## config.mk

```make
export PLATFORM = sky130hd
export DESIGN_NAME = stats_reporter_flat
export DESIGN_NICKNAME = d
export VERILOG_FILES = /design/src/rtl/stats_reporter_if.sv /design/src/rtl/stats_reporter.sv /design/src/flat_wrapper.sv
export SDC_FILE = /design/constraint.sdc
export NUM_CORES = 1
export LEC_CHECK = 0
export CAP_MARGIN = 20
export CORE_AREA = 2 2 82 84
export DETAILED_ROUTE_END_ITERATION = 8
export DIE_AREA = 0 0 84 86
export HOLD_SLACK_MARGIN = 0.03
export PLACE_DENSITY = 0.72
export SYNTH_ARGS = -nofsm -noshare
export SYNTH_HDL_FRONTEND = slang
export SYNTH_SLANG_ARGS = --single-unit
```

## constraint.sdc

```tcl
create_clock -name clk -period 3.8 [get_ports clk]
set_input_delay 0.38 -clock clk [delete_from_list [all_inputs] [get_ports clk]]
set_output_delay 0.38 -clock clk [all_outputs]
set_load 0.02 [all_outputs]
```

## src/rtl/stats_reporter_if.sv

```systemverilog
// Byte-stream link between stats_reporter and the UART: RX command bytes in, TX status bytes out.
// A TX byte transfers on a rising clk edge where tx_valid && tx_ready; once raised, tx_valid and
// tx_data hold steady until that transfer. rx_valid is a one-cycle strobe with no back-pressure.
interface stats_reporter_if;
  logic [7:0] rx_data;
  logic       rx_valid;
  logic [7:0] tx_data;
  logic       tx_valid;
  logic       tx_ready;

  modport master (
    input  rx_data, rx_valid, tx_ready,
    output tx_data, tx_valid
  );

  modport slave (
    output rx_data, rx_valid, tx_ready,
    input  tx_data, tx_valid
  );
endinterface

```

## src/rtl/stats_reporter.sv

```systemverilog
// Snapshots six pet stats and emits them as an ASCII frame "S" + 7 hex digits (+ checksum) + CR LF.
// Optional: define STATS_REPORT_CHECKSUM_EN to append the XOR of the payload as two hex digits.
module stats_reporter #(
  parameter logic [7:0] QUERY_BYTE  = 8'h3F,
  parameter logic [7:0] SOF_BYTE    = 8'h53,
  parameter bit         AUTO_REPORT = 1'b1
) (
  input  logic               clk,
  input  logic               reset,
  input  logic               second,
  input  logic [3:0]         hunger,
  input  logic [4:0]         happiness,
  input  logic [3:0]         health,
  input  logic [3:0]         hygiene,
  input  logic [3:0]         energy,
  input  logic [3:0]         social,
  stats_reporter_if.master   link,
  output logic               busy,
  output logic [7:0]         frames_sent,
  output logic               dbg_state
);

  typedef enum logic {IDLE, SEND} state_e;

`ifdef STATS_REPORT_CHECKSUM_EN
  localparam logic [3:0] LAST_IDX = 4'd11;
`else
  localparam logic [3:0] LAST_IDX = 4'd9;
`endif

  function automatic logic [7:0] hex(input logic [3:0] n);
    return (n < 4'd10) ? (8'h30 + {4'd0, n}) : (8'h37 + {4'd0, n});
  endfunction

  state_e     state_q, state_d;
  logic [3:0] idx_q, idx_d;
  logic       pending_q, pending_d;
  logic       second_q;
  logic [7:0] frames_q, frames_d;
  logic [3:0] snap_hunger_q, snap_hunger_d;
  logic [4:0] snap_happy_q, snap_happy_d;
  logic [3:0] snap_health_q, snap_health_d;
  logic [3:0] snap_hygiene_q, snap_hygiene_d;
  logic [3:0] snap_energy_q, snap_energy_d;
  logic [3:0] snap_social_q, snap_social_d;

  logic       trig;
  logic       snap_load;
  logic [7:0] cur_byte;
  logic [7:0] payload [7];

  assign trig = (AUTO_REPORT && (second != second_q)) ||
                (link.rx_valid && (link.rx_data == QUERY_BYTE));

  assign payload[0] = hex(snap_hunger_q);
  assign payload[1] = hex({3'b000, snap_happy_q[4]});
  assign payload[2] = hex(snap_happy_q[3:0]);
  assign payload[3] = hex(snap_health_q);
  assign payload[4] = hex(snap_hygiene_q);
  assign payload[5] = hex(snap_energy_q);
  assign payload[6] = hex(snap_social_q);

`ifdef STATS_REPORT_CHECKSUM_EN
  logic [7:0] csum;
  assign csum = payload[0] ^ payload[1] ^ payload[2] ^ payload[3] ^
                payload[4] ^ payload[5] ^ payload[6];
`endif

  always_comb begin
    cur_byte = 8'h00;
    case (idx_q)
      4'd0:    cur_byte = SOF_BYTE;
      4'd1:    cur_byte = payload[0];
      4'd2:    cur_byte = payload[1];
      4'd3:    cur_byte = payload[2];
      4'd4:    cur_byte = payload[3];
      4'd5:    cur_byte = payload[4];
      4'd6:    cur_byte = payload[5];
      4'd7:    cur_byte = payload[6];
`ifdef STATS_REPORT_CHECKSUM_EN
      4'd8:    cur_byte = hex(csum[7:4]);
      4'd9:    cur_byte = hex(csum[3:0]);
      4'd10:   cur_byte = 8'h0D;
      4'd11:   cur_byte = 8'h0A;
`else
      4'd8:    cur_byte = 8'h0D;
      4'd9:    cur_byte = 8'h0A;
`endif
      default: cur_byte = 8'h00;
    endcase
  end

  // A trigger landing on the last-byte handshake chains straight into a new frame.
  always_comb begin
    state_d   = state_q;
    idx_d     = idx_q;
    pending_d = pending_q;
    frames_d  = frames_q;
    snap_load = 1'b0;
    case (state_q)
      IDLE: begin
        if (trig) begin
          state_d   = SEND;
          idx_d     = 4'd0;
          snap_load = 1'b1;
        end
      end
      SEND: begin
        if (trig) pending_d = 1'b1;
        if (link.tx_ready) begin
          if (idx_q != LAST_IDX) begin
            idx_d = idx_q + 4'd1;
          end else begin
            frames_d = frames_q + 8'd1;
            idx_d    = 4'd0;
            if (pending_q || trig) begin
              snap_load = 1'b1;
              pending_d = 1'b0;
            end else begin
              state_d = IDLE;
            end
          end
        end
      end
      default: state_d = IDLE;
    endcase
  end

  always_comb begin
    snap_hunger_d  = snap_load ? hunger    : snap_hunger_q;
    snap_happy_d   = snap_load ? happiness : snap_happy_q;
    snap_health_d  = snap_load ? health    : snap_health_q;
    snap_hygiene_d = snap_load ? hygiene   : snap_hygiene_q;
    snap_energy_d  = snap_load ? energy    : snap_energy_q;
    snap_social_d  = snap_load ? social    : snap_social_q;
  end

  always_ff @(posedge clk) begin
    second_q <= second;
    if (!reset) begin
      state_q   <= IDLE;
      idx_q     <= 4'd0;
      pending_q <= 1'b0;
      frames_q  <= 8'd0;
    end else begin
      state_q   <= state_d;
      idx_q     <= idx_d;
      pending_q <= pending_d;
      frames_q  <= frames_d;
    end
  end

  always_ff @(posedge clk) begin
    snap_hunger_q  <= snap_hunger_d;
    snap_happy_q   <= snap_happy_d;
    snap_health_q  <= snap_health_d;
    snap_hygiene_q <= snap_hygiene_d;
    snap_energy_q  <= snap_energy_d;
    snap_social_q  <= snap_social_d;
  end

  assign link.tx_valid = (state_q == SEND);
  assign link.tx_data  = (state_q == SEND) ? cur_byte : 8'h00;
  assign busy          = (state_q == SEND);
  assign frames_sent   = frames_q;
  assign dbg_state     = (state_q == SEND);

endmodule

```

## src/flat_wrapper.sv

```systemverilog
// flat-port wrapper written by rule: the top's interface ports become plain ports
module stats_reporter_flat 
#(
  parameter logic [7:0] QUERY_BYTE  = 8'h3F,
  parameter logic [7:0] SOF_BYTE    = 8'h53,
  parameter bit         AUTO_REPORT = 1'b1
)
  (clk, reset, second, hunger, happiness, health, hygiene, energy, social, busy, frames_sent, dbg_state, link_rx_data, link_rx_valid, link_tx_ready, link_tx_data, link_tx_valid);
  stats_reporter_if link_i ();
  input  logic clk;
  input  logic reset;
  input  logic second;
  input  logic [3:0] hunger;
  input  logic [4:0] happiness;
  input  logic [3:0] health;
  input  logic [3:0] hygiene;
  input  logic [3:0] energy;
  input  logic [3:0] social;
  output logic busy;
  output logic [7:0] frames_sent;
  output logic dbg_state;
  input wire logic [$bits(link_i.rx_data)-1:0] link_rx_data;
  input wire logic [$bits(link_i.rx_valid)-1:0] link_rx_valid;
  input wire logic [$bits(link_i.tx_ready)-1:0] link_tx_ready;
  output wire logic [$bits(link_i.tx_data)-1:0] link_tx_data;
  output wire logic [$bits(link_i.tx_valid)-1:0] link_tx_valid;
  assign link_i.rx_data = link_rx_data;
  assign link_i.rx_valid = link_rx_valid;
  assign link_i.tx_ready = link_tx_ready;
  assign link_tx_data = link_i.tx_data;
  assign link_tx_valid = link_i.tx_valid;
  stats_reporter #(.QUERY_BYTE(QUERY_BYTE), .SOF_BYTE(SOF_BYTE), .AUTO_REPORT(AUTO_REPORT)) u_core (.clk(clk), .reset(reset), .second(second), .hunger(hunger), .happiness(happiness), .health(health), .hygiene(hygiene), .energy(energy), .social(social), .link(link_i), .busy(busy), .frames_sent(frames_sent), .dbg_state(dbg_state));
endmodule
```

==> metrics.yaml <==
status: "finished, final reports clean"
cts_resized: 0
clock_path_buffers: 2
cts_setup_buffers: 0
routed_wl_um: 5770
slew_headroom: 0.331
hold_viol: 0
post_synth.cell_area_avg_sq_um: 9.19
slowest_delay_ns: 0.98
drtIter0Drc: 155
hold_buffers: 0
grtUsageTotal: 0.164
via_count: 2183
first_global_vias: 2036
drive_gt1_frac: 0.0436
cp.buffers_inverters: 1
synth_edf_count: 25
ios: 57
grt_use_met2: 0.253
rows: 29
drv_slew: 0
fin_crit_sh: 0.841
clock-sinks: 40
synth_fp_nets: 316
synth_cell_types: 54
grtUsageMet3: 0.0443
dp_hpwl_um: 4200
max_freq_ghz: 0.313
portBuffers: 55
die_w_um: 84
coreArea_sq_um: 6280
synth_largest_area_cell: "edfxtp_1"
maxCapViolations: 0
synth_commonest_cells: "edfxtp_1 (25), nand2_1 (25), a21oi_1 (23)"
worstPathRequired_ns: 3.42
synthTopCellsByArea: "edfxtp_1 (30%), dfxtp_1 (12%), a21oi_1 (4.6%), nor2b_1 (4.0%), o21ai_0 (4.0%)"
dieArea_sq_um: 7220
async_flop_share: 0
cts_tree: "done"
fin_hold_ws_ns: 0.540
ctsRootBufferMaster: "clkbuf_8"
cts_buffers: 5
min_period_ns: 3.20
first_pass_iters: 4
diodes: 0
synth_flop_cell: "edfxtp_1"
rsz0062_at_grt: "no"
grt_max_degree: 32
critical_path.slowest_cell: "dfxtp_1"
use_met1: 0.220
ant_nets: 0
ys_seq_area_frac: 0.422
min_path_type: "register to register"
worstSkewPairLatency_ns: 0.30
endpoint_kind: "output pin"
grt.busiest_layer: "met2"
power.density_nw_per_um2: 324
drc: 0
wire_per_inst_um: 14.5
synth_area_sq_um: 2490
worstMarginPinSlew_ns: 1.00
netlist.area_leader.share: 0.301
ir_worst_vdd_uv: 205
start_util: 0.397
grt_pass1_wl_um: 9430
cts.clk_slew.worst_paths_ns: 0.08
finalClockSkew_ns: 0.00808
nNetsFinal: 365
dpl.cell_count: 390
setup_viol: 0
yosys_warnings: 0
total_power_mw: 1.03
startpoint_type: "register"
overflow: 0
stdcell_count: 398
critPathKind: "register to output pin"
power.leakage_nw: 1.14
crit_chain: "nor2b_1 > nand2_1 > o22ai_1 > a41oi_1 > a31oi_1 > clkdlybuf4s50_1"
cts_max_level: 2
crit_arrival_ns: 2.82
antenna_found_initial: 0
worst-path-max-fanout: 31
place_congestion: 1.04
critPathTopFamily: "flip-flops"
dieHeight_um: 86
syn_inst: 271
via_per_inst: 5.48
syn_to_final_growth_pct: 27.5
ys_ff_latch: 40
finalSetupTns_ns: 0
==> cell usage in the layout, fill, tap and decap left out, types with 3 or more instances in the layout <==
master and n:
nor3b_1 4, clkdlybuf4s50_1 55, inv_1 14, and4b_1 4, nand2_1 25, nand2b_1 4
dfxtp_1 15, clkbuf_8 5, ha_1 7, o22ai_1 7, and2_1 5, o21ai_0 20
xnor2_1 11, a31oi_1 5, edfxtp_1 25, a21oi_1 23, mux2i_1 4, xor2_1 5
nor3_1 3, nand3_1 10, and3_1 4, nand4_1 4, nor2_1 8, nor2b_1 16
==> worst paths after layout <==
check	slack, ns	end	from	depth (start not counted)
hold / removal	0.54	u_core.pending_q	u_core.pending_q	2
setup / recovery	0.60	link_tx_data[3]	u_core.idx_q[1]	6
hold reg to reg	0.54	u_core.pending_q	u_core.pending_q	2
setup reg to reg	1.12	u_core.snap_happy_q[0]	u_core.idx_q[1]	5
==> registers in the layout (all words and copies together) (netlist names) <==
| name | flops |
|---|---|
| u_core.pending_q | 1 |
| u_core.snap_happy_q | 5 |
| u_core.snap_hygiene_q | 4 |
| u_core.second_q | 1 |
| u_core.snap_energy_q | 4 |
| u_core.snap_health_q | 4 |
| u_core.idx_q | 4 |
| u_core.frames_sent | 8 |
| u_core.snap_hunger_q | 4 |
| u_core.busy | 1 |
| u_core.snap_social_q | 4 |
==> through the flow <==
stage / instance area (sq um) / util / setup WS (ns)
2_1_floorplan: 2490 / - / 1.69
4_1_cts: 3180 / 0.506 / 0.660
6_report: 3180 / 0.506 / 0.603
3_5_place_dp: 3070 / 0.490 / 1.01
3_3_place_gp: 3070 / 0.490 / 0.968
5_1_grt: 3180 / 0.506 / 0.387
==> logic make-up after synthesis <==
group           share of synthesized area
simple gates                        0.216
compound gates                      0.195
flops                               0.422
buf+inv                            0.0532
xor+xnor                           0.0563
fa+ha+maj                          0.0352
mux                                0.0206
other cells                       0.00151
==> layout make-up <==
cell class	count	area, sq um
flip-flops and latches	40	1050
well taps	77	96.3
clock buffers	7	98.8
multi-input cells	202	1310
repair buffers	57	566
clock inverters	1	5.00
fillers	595	3100
inverters	14	52.6
==> worst register-to-register path, delay by kind of cell (launching register included) <==
| family | cells | cell delay [ns] |
|---|---|---|
| AOI/OAI and AO/OA | 1 | 0.15 |
| buffers and inverters | 1 | 0.35 |
| DFF | 1 | 0.64 |
| and+or+nand+nor | 3 | 1.21 |
==> per-layer routing <==
metal	wire length, um	up-vias
met4	105	0
met5	0	-
met3	322	10
met2	2720	66
met1	2620	1018
li1	-	1089
==> power by group <==
part	switching, mW	total [mW]	internal (mW)	leakage, nW
Sequential	0.0320	0.525	0.493	0.360
Combinational	0.0888	0.183	0.0945	0.724
Clock	0.150	0.321	0.171	0.0563
Total	0.271	1.03	0.758	1.14
Note: power is estimated with default switching activity, not from simulation.
==> RTL change (same settings) <==
`AUTO_REPORT` is set to 1'b1 in 2 places; all go to 1'b0.
--- a/src/rtl/stats_reporter.sv
+++ b/src/rtl/stats_reporter.sv
@@ -3,7 +3,7 @@
 module stats_reporter #(
   parameter logic [7:0] QUERY_BYTE  = 8'h3F,
   parameter logic [7:0] SOF_BYTE    = 8'h53,
-  parameter bit         AUTO_REPORT = 1'b1
+  parameter bit         AUTO_REPORT = 1'b0
 ) (
   input  logic               clk,
   input  logic               reset,
--- a/src/flat_wrapper.sv
+++ b/src/flat_wrapper.sv
@@ -3,7 +3,7 @@
 #(
   parameter logic [7:0] QUERY_BYTE  = 8'h3F,
   parameter logic [7:0] SOF_BYTE    = 8'h53,
-  parameter bit         AUTO_REPORT = 1'b1
+  parameter bit         AUTO_REPORT = 1'b0
 )
   (clk, reset, second, hunger, happiness, health, hygiene, energy, social, busy, frames_sent, dbg_state, link_rx_data, link_rx_valid, link_tx_ready, link_tx_data, link_tx_valid);
   stats_reporter_if link_i ();
Formal check against the unedited RTL: not equivalent (a bounded check fails within 4 cycles, from zero or initial values and one cycle with reset low).
==> RTL change against the unedited design <==
Die area unchanged. Non-clock buffer count fell by 1. Critical endpoint unchanged. Routed wire length fell by 12%. Design area down 4.0%. Critical path type unchanged. Core utilization decreased by 2.0 points. Area after synthesis shrank 4.8%. Worst setup slack better by 21 ps. Worst hold slack lost 15 ps. First-iteration DRC count shrank 25%. Sequential cell count is 1 lower. Largest cell class unchanged.
Power is not compared: it rests on default switching activity, and its combinational part moved more than twofold at a synthesized area within 25%.
==> RTL change: results (changes against the unedited design) <==
grt_pass1_wl_um: 8420  # was 9430 um
dp_slack_ps: 930  # was 1010 ps
wire_per_inst_um: 13.1  # was 14.5 um
synth_compound_area_share_pct: 18.8  # was 19.5%
use_met1_pct: 17.9  # was 22.0%
gp_congestion: 0.909  # was 1.04
cp.arrival_ps: 2800  # was 2820 ps
seq_share_pct: 33.8  # was 33.1%
avgSynthCellArea_um2: 9.12  # was 9.19 um^2
drive_above_1_share_pct: 4.50  # was 4.36%
clk_path_buf_depth: 2  # unchanged
fillers: 609  # was 595
multi_input_gates: 194  # was 202
path_max_fanout: 15  # was 31
multi_input_area_um2: 1230  # was 1310 um^2
buffers: 56  # was 57
globalRouteMet2Util_pct: 23.7  # was 25.3%
via_count: 2060  # was 2183
yosys.area_share.adder_pct: 3.69  # was 3.52%
area_growth_pct: 28.7  # was 27.5%
drt_iter0_drc: 116  # was 155
cts_sinks: 39  # was 40
grt_pass1_vias: 1880  # was 2036
path_delay_family: "simple AND/OR/NAND/NOR gates"  # was flip-flops
synth.distinct_cells: 50  # was 54
skew_ps: 10.9  # was 8.08 ps
yosys.area_share.xor_xnor_pct: 5.54  # was 5.63%
status: "completed"  # unchanged
critical-path-max-stage-delay_ps: 680  # was 980 ps
synth_mux_area_share_pct: 0.844  # was 2.06%
wl_met3_um: 357  # was 322 um
grt_max_degree: 26  # was 32
synth_fp_nets: 305  # was 316
layout.clock.cell_area_share_pct: 2.91  # was 3.27%
wl_met2_um: 2310  # was 2720 um
dp_hpwl_um: 3820  # was 4200 um
placedCellCount: 380  # was 390
synth_area_leaders: "edfxtp_1, dfxtp_1, o21ai_0"  # was edfxtp_1, dfxtp_1, a21oi_1
drt-met1-wl_um: 2280  # was 2620 um
nNetsFinal: 355  # was 365
n_antenna_cell: 0  # unchanged
grt_usage_pct: 14.4  # was 16.4%
nonClkBufAreaFrac_pct: 18.2  # was 17.8%
grt_util_met3_pct: 4.04  # was 4.43%
[RTL change: cell types whose count changed in the layout (fill, tap and decap cells not counted), sizes merged, moves of 4 or more]
cell	delta
a21oi	-7
nand2	+4
a211oi	+4
o22ai	-5
o21ai	+4
nor2b	-7
and2	+4
[RTL change: where the power goes]
part	switching, mW	internal, mW	leakage (nW)	total [mW]
logic	0.00892	0.0345	0.673	0.0434
clock network	0.143	0.143	0.0491	0.286
registers	0.000732	0.450	0.337	0.451
total	0.153	0.628	1.06	0.781
[RTL change: final timing paths]
kind / to / cells after the start / slack [ps] / start
min reg2reg: u_core.frames_sent[1] / 2 / 530 / u_core.frames_sent[1]
max: link_tx_data[3] / 6 / 620 / u_core.idx_q[0]
min: u_core.frames_sent[1] / 2 / 530 / u_core.frames_sent[1]
max reg2reg: u_core.snap_hunger_q[1] / 5 / 1670 / u_core.idx_q[2]
